==> config.mk <==
export PLATFORM = sky130hd
export DESIGN_NAME = shader_sequencer
export DESIGN_NICKNAME = d
export VERILOG_FILES = /design/src/rtl/shader_seq_pkg.sv /design/src/rtl/shader_sequencer.sv
export SDC_FILE = /design/constraint.sdc
export NUM_CORES = 1
export LEC_CHECK = 0
export ABC_AREA = 0
export CAP_MARGIN = 20
export CORE_MARGIN = 1.5
export CORE_UTILIZATION = 42
export CTS_CLUSTER_DIAMETER = 50
export DETAILED_ROUTE_END_ITERATION = 10
export PLACE_DENSITY = 0.81
export SLEW_MARGIN = 30
export SYNTH_ARGS = -nofsm -noshare
export SYNTH_HDL_FRONTEND = slang
export SYNTH_SLANG_ARGS = --single-unit
==> constraint.sdc <==
create_clock -name clk_i -period 3.6 [get_ports clk_i]
set_input_delay 0.72 -clock clk_i [delete_from_list [all_inputs] [get_ports clk_i]]
set_output_delay 0.72 -clock clk_i [all_outputs]
set_load 0.1 [all_outputs]
==> src/rtl/shader_seq_pkg.sv <==
// Shared types for the shader instruction-memory sequencer.
package shader_seq_pkg;

   localparam int NUM_INSTR_DEFAULT = 10;

   typedef logic [7:0] instr_t;

   typedef enum logic [1:0] {
      IDLE = 2'd0,
      EXEC = 2'd1,
      LOAD = 2'd2
   } state_t;

endpackage

==> src/rtl/shader_sequencer.sv <==
// Drives the shift/load port of the circular shader instruction memory.
// Optional single-step execution via SHADER_SEQ_SINGLE_STEP_EN.
//
// state | meaning
// IDLE  | memory aligned (entry 0 = first instruction), waiting for pixel or load
// EXEC  | rotating memory once per instruction for the current pixel
// LOAD  | accepting NUM_INSTR program bytes, shifted in with load asserted
module shader_sequencer
   import shader_seq_pkg::*;
#(
   parameter int NUM_INSTR = NUM_INSTR_DEFAULT,
   localparam int CNT_W = $clog2(NUM_INSTR + 1)
) (
   input  logic   clk_i,
   input  logic   rst_ni,
`ifdef SHADER_SEQ_SINGLE_STEP_EN
   input  logic   step_mode_i,
   input  logic   step_i,
`endif
   input  logic   pixel_start_i,
   input  logic   blank_i,
   input  logic   wr_valid_i,
   input  instr_t wr_data_i,
   output logic   wr_ready_o,
   output logic   mem_shift_o,
   output logic   mem_load_o,
   output instr_t mem_instr_o,
   output logic   exec_o,
   output logic   pixel_done_o,
   output logic   load_done_o,
   output logic   overrun_o
);

   localparam logic [CNT_W-1:0] CNT_LAST = CNT_W'(NUM_INSTR - 1);

   state_t           r_state;
   logic [CNT_W-1:0] r_cnt;
   logic             r_pixel_done;
   logic             r_load_done;
   logic             r_overrun;

   logic w_step_ok;
   logic w_exec_adv;
   logic w_hs;
   logic w_last;

`ifdef SHADER_SEQ_SINGLE_STEP_EN
   assign w_step_ok = !step_mode_i || step_i;
`else
   assign w_step_ok = 1'b1;
`endif

   // Strobes decode from the registered state so they are glitch-free and
   // fall to 0 the instant reset asserts.
   assign w_exec_adv = (r_state == EXEC) && w_step_ok;
   assign w_hs       = (r_state == LOAD) && wr_valid_i;
   assign w_last     = (r_cnt == CNT_LAST);

   assign exec_o       = w_exec_adv;
   assign mem_shift_o  = w_exec_adv || w_hs;
   assign mem_load_o   = w_hs;
   assign mem_instr_o  = w_hs ? wr_data_i : '0;
   assign wr_ready_o   = (r_state == LOAD);
   assign pixel_done_o = r_pixel_done;
   assign load_done_o  = r_load_done;
   assign overrun_o    = r_overrun;

   always_ff @(posedge clk_i or negedge rst_ni) begin
      if (!rst_ni) begin
         r_state      <= IDLE;
         r_cnt        <= '0;
         r_pixel_done <= 1'b0;
         r_load_done  <= 1'b0;
         r_overrun    <= 1'b0;
      end else begin
         r_pixel_done <= 1'b0;
         r_load_done  <= 1'b0;
         if (pixel_start_i && (r_state != IDLE)) begin
            r_overrun <= 1'b1;
         end
         case (r_state)
            IDLE: begin
               if (pixel_start_i) begin
                  r_state <= EXEC;
                  r_cnt   <= '0;
               end else if (wr_valid_i && blank_i) begin
                  r_state <= LOAD;
                  r_cnt   <= '0;
               end
            end
            EXEC: begin
               if (w_exec_adv) begin
                  if (w_last) begin
                     r_state      <= IDLE;
                     r_cnt        <= '0;
                     r_pixel_done <= 1'b1;
                  end else begin
                     r_cnt <= r_cnt + CNT_W'(1);
                  end
               end
            end
            LOAD: begin
               // blank_i is deliberately ignored here: a partial load would
               // leave the memory misaligned.
               if (w_hs) begin
                  if (w_last) begin
                     r_state     <= IDLE;
                     r_cnt       <= '0;
                     r_load_done <= 1'b1;
                  end else begin
                     r_cnt <= r_cnt + CNT_W'(1);
                  end
               end
            end
            default: begin
               r_state <= IDLE;
               r_cnt   <= '0;
            end
         endcase
      end
   end

endmodule

; ---- Word level (Yosys, flattened, before mapping)
; Index checks and enable logic that the tools add are counted.
[word_totals]
register_bits = 9
in_bits = 13
out_inout_bits = 15
word_cells = 33
[classes]
add_sub_neg = 1
eq_ne = 5
mux = 15
n_reduce_logical = 7
[ops]
columns = op, count
row1 = two-way mux 4 bit, 4
row2 = case mux 4 bit (3 select lines), 1
row3 = two-way mux 2 bit, 4
row4 = two-way mux 8 bit, 1
row5 = case mux 2 bit (3 select lines), 1
row6 = "adder 4 x 1 -> 4 bit, second input constant", 1
row7 = "== test 4 bit, second input constant", 1
row8 = two-way mux 1 bit, 4
row9 = logical AND 1 bit, 3
row10 = "!= test 3 bit, second input constant", 1
row11 = "== test 2 x 1 -> 1 bit, second input constant", 1
row12 = "== test 2 bit, second input constant", 1
row13 = logical NOT 2 bit, 1
row14 = "!= test 2 x 1 -> 1 bit, second input constant", 1
row15 = AND reduction 2 bit, 1
row16 = nonzero test 2 bit, 1
row17 = logical OR 1 bit, 1

; ---- Longest topological paths before layout
; Gate-level depths: netlist of the first run.
[logic_depth]
ltp_word = 4
depth_mapped = 6
ltp_nobuf = 6

; ---- Worst setup path before layout of the first run
; No wires, ideal clock.
[synth_timing]
path_type = reg-to-output
startpoint = register r_state[1]
endpoint = output port mem_shift_o
arrival_time_ps = 2081
required_time_ps = 2880
path_slack_ps = 799
stages_incl_launch_ff = 5
path_buffers = 0
path_cell_list = dfrtp_1 inv_1 ha_1 inv_1 nand2_1
[synth_between]
word_cells_on_any_way = 4
classes_between = eq/ne: 2 / reduce/logical: 2
[synth_lines]
columns = item, line
row1 = "start, declared", shader_sequencer.sv:36  ; state_t r_state;
row2 = "start signal, assigned", shader_sequencer.sv:70  ; r_state <= IDLE;
row3 = "start signal, assigned", shader_sequencer.sv:84  ; r_state <= EXEC;
row4 = "start signal, assigned", shader_sequencer.sv:87  ; r_state <= LOAD;
row5 = == test 2 x 1 -> 1 bit, shader_sequencer.sv:55  ; assign w_exec_adv = (r_state == EXEC) && w_step_ok;
row6 = net exec_o, shader_sequencer.sv:28  ; output logic exec_o,
row7 = logical OR 1 bit, shader_sequencer.sv:60  ; assign mem_shift_o = w_exec_adv || w_hs;
row8 = "end, declared", shader_sequencer.sv:25  ; output logic mem_shift_o,
; The timed path passes the listed nets, and every way through them passes these cells.

; ---- Worst setup path in the final report of the first run
[layout_timing]
startpoint = input port wr_valid_i
endpoint = output port mem_shift_o
[layout_between]
elab_chain_len = 2
[layout_rtl]
columns = item, line
row1 = "start, declared", shader_sequencer.sv:22  ; input logic wr_valid_i,
row2 = logical AND 1 bit, shader_sequencer.sv:56  ; assign w_hs = (r_state == LOAD) && wr_valid_i;
row3 = logical OR 1 bit, shader_sequencer.sv:60
; Every way passes these cells.

==> results of run 1 <==
## metrics by stage
stage | setup WS [ns] | area [um^2] | hold WS (ns)
2_1_floorplan | 0.7993 | 604.3 | 0.4244
3_3_place_gp | 0.9830 | 859.6 | 0.4394
3_5_place_dp | 0.9536 | 859.6 | 0.4475
4_1_cts | 0.9536 | 885.9 | 0.4647
5_1_grt | 0.9017 | 885.9 | 0.4845
6_report | 0.9583 | 885.9 | 0.4560
## state kept, by name, indices dropped and copies added (netlist names)
register      count
load_done_o       1
r_state           2
r_cnt             4
overrun_o         1
pixel_done_o      1
## power breakdown
group	switching (uW)	internal, uW	total, uW
clock	37.5	42.9	80.4
combinational	349	153	502
sequential	23.1	122	145
total	410	318	727
## placed cells by master, fill, tap and decap left out, types with 2 or more instances in the layout
master / Yosys / routed
a211oi_1: 2 / 2
and3_1: 8 / 8
o2bb2ai_1: 2 / 2
inv_1: 8 / 8
clkbuf_4: 0 / 3
o2111ai_1: 2 / 2
nand2_1: 4 / 4
nor2_1: 2 / 2
ha_1: 4 / 4
dfrtp_1: 9 / 9
buf_4: 0 / 12
clkdlybuf4s50_1: 0 / 15
nor3_1: 3 / 3
## final cells by class
type	count	share of cell area [%]
Inverter	9	3.814
Timing Repair Buffer	27	27.12
Tap cell	15	2.119
Clock buffer	4	2.966
Sequential cell	9	25.42
Multi-Input combinational cell	41	38.56
## Yosys cell counts, types with 2 or more instances
cell / number
inv_1: 8
nor2_1: 2
nand2_1: 4
dfrtp_1: 9
nor3_1: 3
ha_1: 4
o2bb2ai_1: 2
and3_1: 8
a211oi_1: 2
o2111ai_1: 2
## how the worst min path moves through the flow
stage,depth (start not counted),to,start
finish,1,overrun_o$_DFFE_PN0P_,overrun_o$_DFFE_PN0P_
global route,1,overrun_o$_DFFE_PN0P_,overrun_o$_DFFE_PN0P_
global placement,1,overrun_o$_DFFE_PN0P_,overrun_o$_DFFE_PN0P_
detailed placement,1,overrun_o$_DFFE_PN0P_,overrun_o$_DFFE_PN0P_
CTS,1,overrun_o$_DFFE_PN0P_,overrun_o$_DFFE_PN0P_
floorplan,0,load_done_o$_DFF_PN0_,rst_ni
## critical path, cell delays in order
cell             delay, ns
clkdlybuf4s50_1       0.68
nand2_1               0.14
nand2_1               0.09
buf_4                 0.28
## metal layers
metal / GRT usage (%) / vias up / wire length [um] / share of wire [%]
met5: 0 / - / 0 / 0
met4: 11.67 / 0 / 17 / 1.4
met3: 10.33 / 2 / 71 / 5.7
met2: 27.34 / 15 / 590 / 48
met1: 21.69 / 248 / 557 / 45
li1: - / 273 / - / -
## cells by family after synthesis
| group | after synthesis |
|---|---|
| compound gates | 10 |
| fa+ha+maj | 4 |
| buf+inv | 10 |
| flops | 9 |
| mux | 2 |
| simple gates | 25 |
==> metrics.txt, run 1 <==
Total Routing Usage GR=between 10% and 20%; GRT overflow=0; Worst R2R Path Depth=6; Hold Crit Class=reg2reg; min Tclk post-route=2.642 ns; Synth area leaders=dfrtp_1 (37%), and3_1 (8.3%), ha_1 (8.3%); post-synthesis mux area share=4.141%; Max Slew Vio Count=0; WS Path Type=in2out; Synth Flop Type=dfrtp_1; mapped cell area=604.3 um^2; Fin Setup TNS=0 ns; Initial DRC Count=5; Yosys top cell area share=37.27%; Post-Synth Simple-Gate Area=around 30%; core box area=1318 um^2; WL/cell=11.77 um; WP data arrival=1.92 ns; clock sink count=9; Distinct cells, synth=26; ys async rst share=100.0%; cell taking the most area after synthesis=dfrtp_1; non-filler cells, final=105; post-synthesis adder-cell area fraction=8.282%; DRC=0; DP Cell Count=101; Die Height=40.93 um; Worst setup SP type=input port; worst r2r dst=r_cnt[0]$_DFFE_PN0P_; IO Count=28; Slew @ Worst Pin=around 0.97 ns; largest net degree at the start of global routing=12; Lkg Pwr=between 0.0004 and 0.0005 uW; vias in the first global route=469; Die W=40.93 um; RSZ-0062 raised after global routing=false; Clock transition at path regs=0.06 ns; largest family of logic cells by synthesized area=simple AND/OR/NAND/NOR gates; share of cells above drive strength 1=27.78%; final wirelength=1.236 mm; initial antenna violation count=0; register area share after synthesis=between 30% and 40%; max_cap viols=0; final hold viol count=0; CP Max Fanout=11; root buffer cell=clkbuf_4; period utilisation layout=approximately 73%; Final Setup Violations=0; vias=538; vias per inst=5.124; Site Rows=13; CTS resizes=0; synthesized flop and latch total=9; total chip power=727.4 uW; CP startpoint=wr_valid_i; FF-to-FF Start=r_state[0]$_DFFE_PN0P_; htree depth=1; crit path capture=mem_shift_o; Layout area overhead=46.58%; Starting Density=45.87%; YS warnings=0; Worst EP required=2.88 ns; # port buffers=27; hold buffer count at cts=0; clk_lat worst skew=0.27 ns; CTS Buf Count=3; Max VDD drop=approximately 0.4 mV; die area=1675 um^2; DP HPWL=approximately 990 um; post-synthesis xor/xnor area fraction=0%; sequential cell area=225.2 um^2; DRT Pass-1 Iters=4; status=finished clean; first-pass GRT wire length=between 1.5 and 2 mm; Avg Inst Size Synth=10.07 um^2; clk_skew=~0.004 ns; Synth Area in Compound Gates=14.49%; FF-to-FF setup slack=1.94 ns; RePlAce Congestion=roughly 0.82; number of synthesized flops with an enable pin=0; slew margin rel.=35.19%; setup bufs post-CTS=0; fmax=0.3785 GHz; CTS tree=yes; Power per Cell Area=slightly above 800 nW/um^2; fillers=113; clk buf depth=2; area of the multi-input gates=around 340 um^2; endpoint class of the critical path=primary output; nets@finish=108; Ant. Diodes=0; post-synthesis cell count=60; post-layout util=67.24%; antenna-violating nets left=0; Syn Nets=77
Note: power is estimated with default switching activity, not from simulation.
==> run 2: changes to the inputs <==
- CORE_UTILIZATION: 42 -> 35
- PLACE_DENSITY: 0.81 -> 0.72
- clock period: 3.6 -> 2.2 ns (I/O delays scaled with it)
==> metrics.txt, run 2 (same netlist as run 1, synthesis figures left out) <==
status=finished with violations (was finished clean); failing checks=DRC; fillers=122 (was 113); first-pass GRT wire length=2.366 mm (was 1.918 mm); Layout area overhead=71.22% (was 46.58%); antenna-violating nets left=0 (unchanged); clock network fraction of total power=9.7% (was 11.1%); Setup WS pre-CTS=0.1427 ns (was 0.9536 ns); Int Pwr=642.5 uW (was 317.7 uW); worst r2r dst=r_cnt[0]$_DFFE_PN0P_ (unchanged); Hold Crit Class=reg2reg (unchanged); Max VDD drop=0.7347 mV (was 0.4047 mV); max_cap viols=0 (unchanged); clock sink count=9 (unchanged); Die W=44.56 um (was 40.93 um); Comb power frac=72.9% (was 69.0%); Reg power frac=17.4% (was 19.9%); Sw Share=52.15% (was 56.33%); Power per Cell Area=1298 nW/um^2 (was 821.2 nW/um^2); Die Height=44.56 um (was 40.93 um); WL/cell=13.42 um (was 11.77 um); Total Routing Usage GR=16.68% (was 19.00%); max reg flops=4 (unchanged); Max Slew Vio Count=0 (unchanged); Final Setup Violations=0 (unchanged); vias in the first global route=535 (was 469); share of cells above drive strength 1=33.33% (was 27.78%); Fin Setup TNS=0 ns (unchanged); Largest regs=r_cnt: 4 flops, r_state: 2 flops (unchanged); GRT overflow=0 (unchanged); min setup slack post-route=0.1162 ns (was 0.9583 ns); CP startpoint=wr_valid_i (unchanged); most frequent cells in the layout=clkdlybuf4s50_1 (12), buf_12 (12), dfrtp_1 (9) (was clkdlybuf4s50_1 (15), buf_4 (12), dfrtp_1 (9)); switching power=700.2 uW (was 409.8 uW); setup bufs post-CTS=0 (unchanged); die area=1985 um^2 (was 1675 um^2); clk_lat worst skew=0.27 ns (about the same); IO Count=28 (unchanged); period utilisation layout=94.72%; clk buf depth=2 (unchanged); endpoint class of the critical path=primary output (unchanged); hold buffer count at cts=0 (unchanged); DP HPWL=1.151 mm (was 993.4 um); Clock transition at path regs=0.06 ns (about the same); CP Max Fanout=11 (unchanged); Initial DRC Count=10 (was 5); Site Rows=14 (was 13); Worst setup SP type=input port (unchanged); nets@finish=108 (unchanged); Worst R2R Path Depth=6 (unchanged); RePlAce Congestion=0.8496 (was 0.8197); initial antenna violation count=0 (unchanged); root buffer cell=clkbuf_4 (unchanged); Lkg Pwr=0.0004690 uW (was 0.0004304 uW); DRC=2 (was 0); Starting Density=38.76% (was 45.87%); final wirelength=1.422 mm (was 1.236 mm); core box area=1559 um^2 (was 1318 um^2); vias per inst=5.179 (was 5.124); largest net degree at the start of global routing=12 (unchanged); min Tclk post-route=2.084 ns; FF-to-FF Start=r_state[0]$_DFFE_PN0P_ (unchanged); sequential cell area=225.2 um^2 (unchanged); DRT Pass-1 Iters=7 (was 4); htree depth=1 (unchanged); WP data arrival=1.64 ns (was 1.92 ns); # port buffers=27 (unchanged); Ant. Diodes=0 (unchanged); CTS Buf Count=3 (unchanged); slew margin rel.=72.31% (was 35.19%); area of the multi-input gates=346.6 um^2 (was 341.6 um^2); RSZ-0062 raised after global routing=false (unchanged); clk_skew=0.004970 ns (was 0.004090 ns); Slew @ Worst Pin=0.4141 ns (was 0.9691 ns); CTS resizes=0 (unchanged); Largest Register=r_cnt (unchanged); FF-to-FF setup slack=0.51 ns (was 1.94 ns); vias=549 (was 538); fmax=0.4799 GHz; final hold viol count=0 (unchanged); WS Path Type=in2out (unchanged); Worst EP required=1.76 ns (was 2.88 ns); crit path capture=mem_instr_o[7] (was mem_shift_o); CTS tree=yes (unchanged)
[run 2: changes by cell type in the layout (fill, tap and decap cells not counted)]
cell	delta
nand2_1	-1
buf_4	-9
ha_2	+1
buf_12	+12
clkdlybuf4s50_1	-3
nand2_2	+1
ha_1	-1
[run 2: worst min-delay path by stage]
| stage | end | startpoint | slack, ns | depth (start not counted) |
|---|---|---|---|---|
| floorplan | load_done_o$_DFF_PN0_ | rst_ni | 0.14 | 0 |
| global placement | overrun_o$_DFFE_PN0P_ | overrun_o$_DFFE_PN0P_ | 0.44 | 1 |
| detailed placement | overrun_o$_DFFE_PN0P_ | overrun_o$_DFFE_PN0P_ | 0.45 | 1 |
| CTS | r_cnt[1]$_DFFE_PN0P_ | rst_ni | 0.47 | 1 |
| global route | overrun_o$_DFFE_PN0P_ | overrun_o$_DFFE_PN0P_ | 0.48 | 1 |
| finish | overrun_o$_DFFE_PN0P_ | overrun_o$_DFFE_PN0P_ | 0.46 | 1 |
[run 2: power groups by stage]
stage / Combinational (uW) / Sequential [uW] / Clock (uW)
final: 979 / 234 / 130
after global routing: 1040 / 240 / 145
after CTS: 982 / 234 / 137
after detailed placement: 979 / 237 / 0
after global placement: 963 / 236 / 0
after floorplan: 690 / 230 / 0
[run 2: stage by stage]
stage	total power, uW	hold slack [ns]	instances	area [um^2]	utilization, %
3_3_place_gp	1198	0.4431	102	1008	64.69
5_1_grt	1423	0.4755	106	1035	66.37
2_1_floorplan	920.2	0.1444	60	609.3	-
6_report	1343	0.4615	106	1035	66.37
4_1_cts	1353	0.4666	106	1035	66.37
3_5_place_dp	1216	0.4485	102	1008	64.69
[run 2: layer usage]
layer	track usage [%]	up-vias	part of all wire, %	routed length [um]
met1	20.40	252	43	611
met5	0	-	0	0
met4	7.273	0	2.3	32
li1	-	272	-	-
met3	5.306	4	5.6	79
met2	26.67	21	49	699
[run 2: worst max-delay path, cell delays in order]
cell and delay (ns):
clkdlybuf4s50_1 0.71, and3_1 0.30, buf_12 0.19
[run 2: cell type report]
class | count | area share, %
Multi-Input combinational cell | 41 | 33.49
Timing Repair Buffer | 27 | 37.00
Inverter | 9 | 3.265
Sequential cell | 9 | 21.77
Clock buffer | 4 | 2.539
Tap cell | 16 | 1.935
==> run 3: changes to the inputs <==
- CAP_MARGIN: 20 -> unset
==> results of run 3 <==
Same layout as run 2: the final DEF is identical, and so are final timing and power.
==> RTL edit 1: new RTL, config.mk and constraints of run 3 <==
`NUM_INSTR_DEFAULT`: 10 -> 5.
--- a/src/rtl/shader_seq_pkg.sv
+++ b/src/rtl/shader_seq_pkg.sv
@@ -3,3 +3,3 @@
 
-   localparam int NUM_INSTR_DEFAULT = 10;
+   localparam int NUM_INSTR_DEFAULT = 5;
 
Function: changed (a bounded check fails within 10 cycles, from zero or initial values and one cycle with rst_ni low).
==> RTL edit 1 against run 3 <==
  * Worst setup slack gained 57 ps
  * Total power shrank 6.9%
  * Sequential cell count shrank 1
  * Via count shrank 13%
  * Area after synthesis shrank 13%
  * Wire length shrank 15%
  * Final area shrank 6.3%
  * Fmax grew 2.8%
  * Combinational power shrank 5.2%
==> RTL edit 1: results (changes against run 3) <==
| Metric | Value |
|---|---|
| Total global-route track usage | `15.3% (-1.3 points)` |
| DRT Pass-1 Iters | `3 (-4)` |
| Cts repair resizes | `0 (unchanged)` |
| DR iter-0 viols | `4 (-6)` |
| Status | `completed` |
| Post-CTS setup buffer count | `0 (unchanged)` |
| Pwr Density | `1290 nW/µm² (-0.69%)` |
| Top flop regs | `r_cnt (3), r_state (2)` |
| Port bufs | `27 (unchanged)` |
| First-pass GRT wire length | `1.99 mm (-16%)` |
| Placed Area | `947 µm² (-6.1%)` |
| Area contributors post-synth | `dfrtp_1 38%, and3_1 12%, ha_1 12%` |
| Final HPWL DP | `1.04 mm (-9.2%)` |
| Layout Cells excl Fill | `97 (-8.5%)` |
| Worst vdd ir | `0.651 mV (-11%)` |
| CTS Buffer Depth | `2 (unchanged)` |
| Static Leak | `0.476 nW (+1.5%)` |
| Clk power | `0.000115 W (-12%)` |
| Worst-path clk slew | `60 ps (about the same)` |
| Sequential area share after synthesis | `38.1% (+0.83 points)` |
| Max-slew headroom | `75.7% (+3.4 points)` |
| Clock Latency Late Sink | `between 200 and 300 ps` |
| Power Internal | `0.000611 W (-5.0%)` |
| Vias in the first global route | `468 (-13%)` |
| Ys async rst share | `100% (unchanged)` |
| H-tree Lvls | `1 (unchanged)` |
| Post-synth cell types | `20 (-23%)` |
| Routed len/inst | `12.5 µm (-6.7%)` |
| CTS Buf Count | `3 (unchanged)` |
| Synth Instances | `52 (-13%)` |
| Crit-path max FO | `10 (-1)` |
| Flop+latch power | `0.000206 W (-12%)` |
| RePlAce Congestion | `0.795 (-6.4%)` |
| Antenna violations before repair | `0 (unchanged)` |
| Placed Cells | `94 (-7.8%)` |
| CTS Root Cell | `clkbuf_4` |
| Number of nets in the layout | `102 (-5.6%)` |
| Most frequent cells after synthesis | `10 x and3_1, 8 x dfrtp_1, 6 x inv_1, 6 x nand2_1, 5 x ha_1` |
| Largest net degree at the start of global routing | `12 (unchanged)` |
| Reg area | `200 µm² (-11%)` |
| Via density | `4.93 (-4.9%)` |
| Syn nets | `70 (-9.1%)` |
| Layout cells sized above 1 | `34.1% (+0.81 points)` |
| YS warnings | `0 (unchanged)` |
| Worst hold path type | `in -> async` |
| Filler cells | `115 (-5.7%)` |
| Ant diodes | `0 (unchanged)` |
| Clock skew | `2.76 ps (-2.21 ps)` |
| DP Worst Slack | `180 ps (+36.9 ps)` |
| Worst EP arrival | `1590 ps (-50 ps)` |
-- RTL edit 1: changes by cell type after synthesis, sizes merged, moves of 2 or more --
cell	run 3	this run
nor2	4	1
o2bb2ai	2	0
inv	9	6
and3	8	10
o2111ai	2	0
a211oi	2	0
nor2b	0	2
nand2	4	6
nor3	4	2
-- RTL edit 1: kinds of logic after synthesis --
family | Yosys count | share of synthesized area, %
fa+ha+maj | 5 | 11.9
flops | 8 | 38.1
compound gates | 4 | 6.90
mux | 4 | 8.81
simple gates | 25 | 30.0
buf+inv | 6 | 4.29
-- RTL edit 1: worst paths after layout --
| kind | to | depth (start not counted) | slack [ps] | startpoint |
|---|---|---|---|---|
| max | mem_shift_o | 4 | 170 | wr_valid_i |
| min | r_cnt[0]$_DFFE_PN0P_ | 1 | 460 | rst_ni |
| min reg2reg | overrun_o$_DFFE_PN0P_ | 1 | 460 | overrun_o$_DFFE_PN0P_ |
| max in group asynchronous | pixel_done_o$_DFF_PN0_ | 1 | 1480 | rst_ni |
| max reg2reg | r_state[1]$_DFFE_PN0P_ | 5 | 510 | r_state[0]$_DFFE_PN0P_ |
| min in group clk_i | overrun_o$_DFFE_PN0P_ | 1 | 460 | overrun_o$_DFFE_PN0P_ |
-- RTL edit 1: cell type report --
cell class                      count  area share (%)
Tap cell                           15            1.94
Timing Repair Buffer               27            39.5
Clock buffer                        3            2.32
Sequential cell                     8            20.6
Multi-Input combinational cell     38            33.3
Inverter                            6            2.32
-- RTL edit 1: layer usage --
metal	share of wire, %	track usage (%)	vias to the layer above
met4	2.3	11.6	0
li1	-	-	235
met5	0	0	-
met2	45	24.7	31
met3	9.6	3.04	3
met1	43	17.7	209
-- RTL edit 1: worst max-delay path, cell delays in order --
cell and delay (ps):
clkdlybuf4s50_1 530, and2_4 210, or2_4 230, buf_12 160
==> RTL edit 2: new RTL, settings of run 3 <==
Without the edit above. Compare `r_cnt` against `CNT_LAST` with >= in place of ==.
--- a/src/rtl/shader_sequencer.sv
+++ b/src/rtl/shader_sequencer.sv
@@ -56,3 +56,3 @@
    assign w_hs       = (r_state == LOAD) && wr_valid_i;
-   assign w_last     = (r_cnt == CNT_LAST);
+   assign w_last     = (r_cnt >= CNT_LAST);
 
Formal check against the unedited RTL: no difference found for any inputs over 10 cycles, from zero or initial values and one cycle with rst_ni low; that may be too few to reach the edited logic, so the function may still have changed.
==> RTL edit 2 against run 3 <==
  * Total power is 6.1% lower
  * Wire length fell by 19%
  * Worst setup slack improved by 63 ps
  * Non-clock buffer count stayed put
  * Area after synthesis decreased by 5.0%
  * Combinational power fell by 7.3%
  * First-iteration DRC count fell by 70%
  * Register-to-register slack got worse by 20 ps
  * Critical endpoint is now mem_shift_o
  * Final area shrank 1.7%
  * Largest cell class unchanged
  * Sequential cell count unchanged
  * Sequential share of layout area is 0.37 points higher
==> RTL edit 2: results (changes against run 3) <==
| Metric | Value |
|---|---|
| Top flop regs | `r_cnt (4), r_state (2)` |
| Crit path capture | `mem_shift_o` |
| Vias in the first global route | `501 (-6.4%)` |
| Sequential area share after synthesis | `39.2% (+1.9 points)` |
| Total global-route track usage | `14.4% (-2.3 points)` |
| Cts repair resizes | `0 (unchanged)` |
| First-pass GRT wire length | `2.09 mm (-12%)` |
| Static Leak | `0.478 nW (+1.9%)` |
| Antenna violations before repair | `0 (unchanged)` |
| Crit path from | `wr_valid_i` |
| Via count | `516 (-6.0%)` |
| Status | `completed` |
| RePlAce Congestion | `0.787 (-7.3%)` |
| Layout cells sized above 1 | `39.3% (+6.0 points)` |
| Reg-to-Reg Start | `r_cnt[0]$_DFFE_PN0P_` |
| Post-synth cell types | `23 (-12%)` |
| Crit-path max FO | `11 (unchanged)` |
| CTS Root Cell | `clkbuf_4` |
| Area contributors post-synth | `dfrtp_1 39%, ha_1 13%, and3_1 8.7%` |
| CTS Buf Count | `3 (unchanged)` |
| Syn nets | `78 (+1.3%)` |
| Detailed-route wire length | `1.15 mm (-19%)` |
| Clock skew | `1.33 ps (-3.64 ps)` |
| Port bufs | `27 (unchanged)` |
| Reg2Reg Depth | `5 (-1)` |
| Post-synthesis mux area share | `4.36% (+0.22 points)` |
| Xor-xnor portion of the synthesized cell area | `0% (unchanged)` |
| Number of nets in the layout | `109 (+0.93%)` |
| Clock Latency Late Sink | `250 ps (-20 ps)` |
| Post-CTS setup buffer count | `0 (unchanged)` |
| DR iter-0 viols | `3 (-7)` |
| Compound-cell area share of the yosys netlist | `15.5% (+0.98 points)` |
| Register-to-register setup slack | `490 ps (-20 ps)` |
| Remaining antenna violation count | `0 (unchanged)` |
| Final HPWL DP | `961 µm (-17%)` |
| DRT Pass-1 Iters | `4 (-3)` |
| Critical R2R Capture | `r_state[1]$_DFFE_PN0P_` |
| H-tree Lvls | `1 (unchanged)` |
| Filler cells | `118 (-3.3%)` |
| Tightest Pin Transition | `386 ps (-28.3 ps)` |
| Most frequent cells after synthesis | `9 x dfrtp_1, 8 x and3_1, 8 x inv_1, 6 x ha_1, 4 x nand2_1` |
| Synth Area in Adders | `13.1% (+4.8 points)` |
| Worst EP arrival | `1580 ps (-60 ps)` |
| Worst vdd ir | `0.915 mV (+24%)` |
| YS warnings | `0 (unchanged)` |
| CTS Buffer Depth | `2 (unchanged)` |
-- RTL edit 2: cell count changes after synthesis, moves of 2 or more --
| cell | before | now |
|---|---|---|
| a211oi_1 | 2 | 0 |
| a21o_4 | 0 | 2 |
| a21oi_1 | 0 | 2 |
| ha_1 | 4 | 6 |
| nor3_1 | 3 | 0 |
| o2111ai_1 | 2 | 0 |
| o2bb2ai_1 | 2 | 0 |
-- RTL edit 2: worst min path at each step --
stage	start	to	slack, ps	depth (start not counted)
2_1_floorplan	rst_ni	load_done_o$_DFF_PN0_	140	0
3_3_place_gp	overrun_o$_DFFE_PN0P_	overrun_o$_DFFE_PN0P_	440	1
3_5_place_dp	overrun_o$_DFFE_PN0P_	overrun_o$_DFFE_PN0P_	450	1
4_1_cts	overrun_o$_DFFE_PN0P_	overrun_o$_DFFE_PN0P_	470	1
5_1_grt	overrun_o$_DFFE_PN0P_	overrun_o$_DFFE_PN0P_	490	1
6_report	overrun_o$_DFFE_PN0P_	overrun_o$_DFFE_PN0P_	470	1
-- RTL edit 2: layout make-up --
cell class / instances / area share (%)
sequential: 9 / 22.1
tap: 16 / 1.97
inverter: 8 / 3.32
timing repair buffer: 27 / 37.6
clock buffer: 4 / 2.58
multi-input combinational: 41 / 32.3
-- RTL edit 2: power by group --
part | leakage, nW | internal (W) | switching [W]
Combinational | 0.346 | 0.000359 | 0.000549
Clock | 0.0150 | 0.0000695 | 0.0000516
Sequential | 0.116 | 0.000200 | 0.0000327
-- RTL edit 2: metal layers --
| layer | vias up | GRT usage, % | wire length (µm) |
|---|---|---|---|
| met5 | - | 0 | 0 |
| li1 | 261 | - | - |
| met4 | 0 | 7.27 | 0 |
| met3 | 0 | 1.67 | 82 |
| met2 | 25 | 23.3 | 525 |
| met1 | 230 | 18.9 | 537 |
-- RTL edit 2: critical path: stages --
cell and delay (ps):
clkdlybuf4s50_1 640, nand2_1 190, nand2_2 130, buf_12 170
-- RTL edit 2: metrics by stage --
step                cells  setup slack [ps]  area [µm²]  total power (W)  utilization (%)
floorplan              59              37.5         596         0.000870                -
global placement      101               109         991          0.00114             65.0
detailed placement    101              71.6         991          0.00115             65.0
CTS                   105               171        1020          0.00127             66.7
global route          105               137        1020          0.00133             66.7
finish                105               179        1020          0.00126             66.7
-- RTL edit 2: logic make-up after synthesis --
family	count (synthesis)
fa+ha+maj	6
flops	9
buf+inv	9
compound gates	11
simple gates	22
mux	2
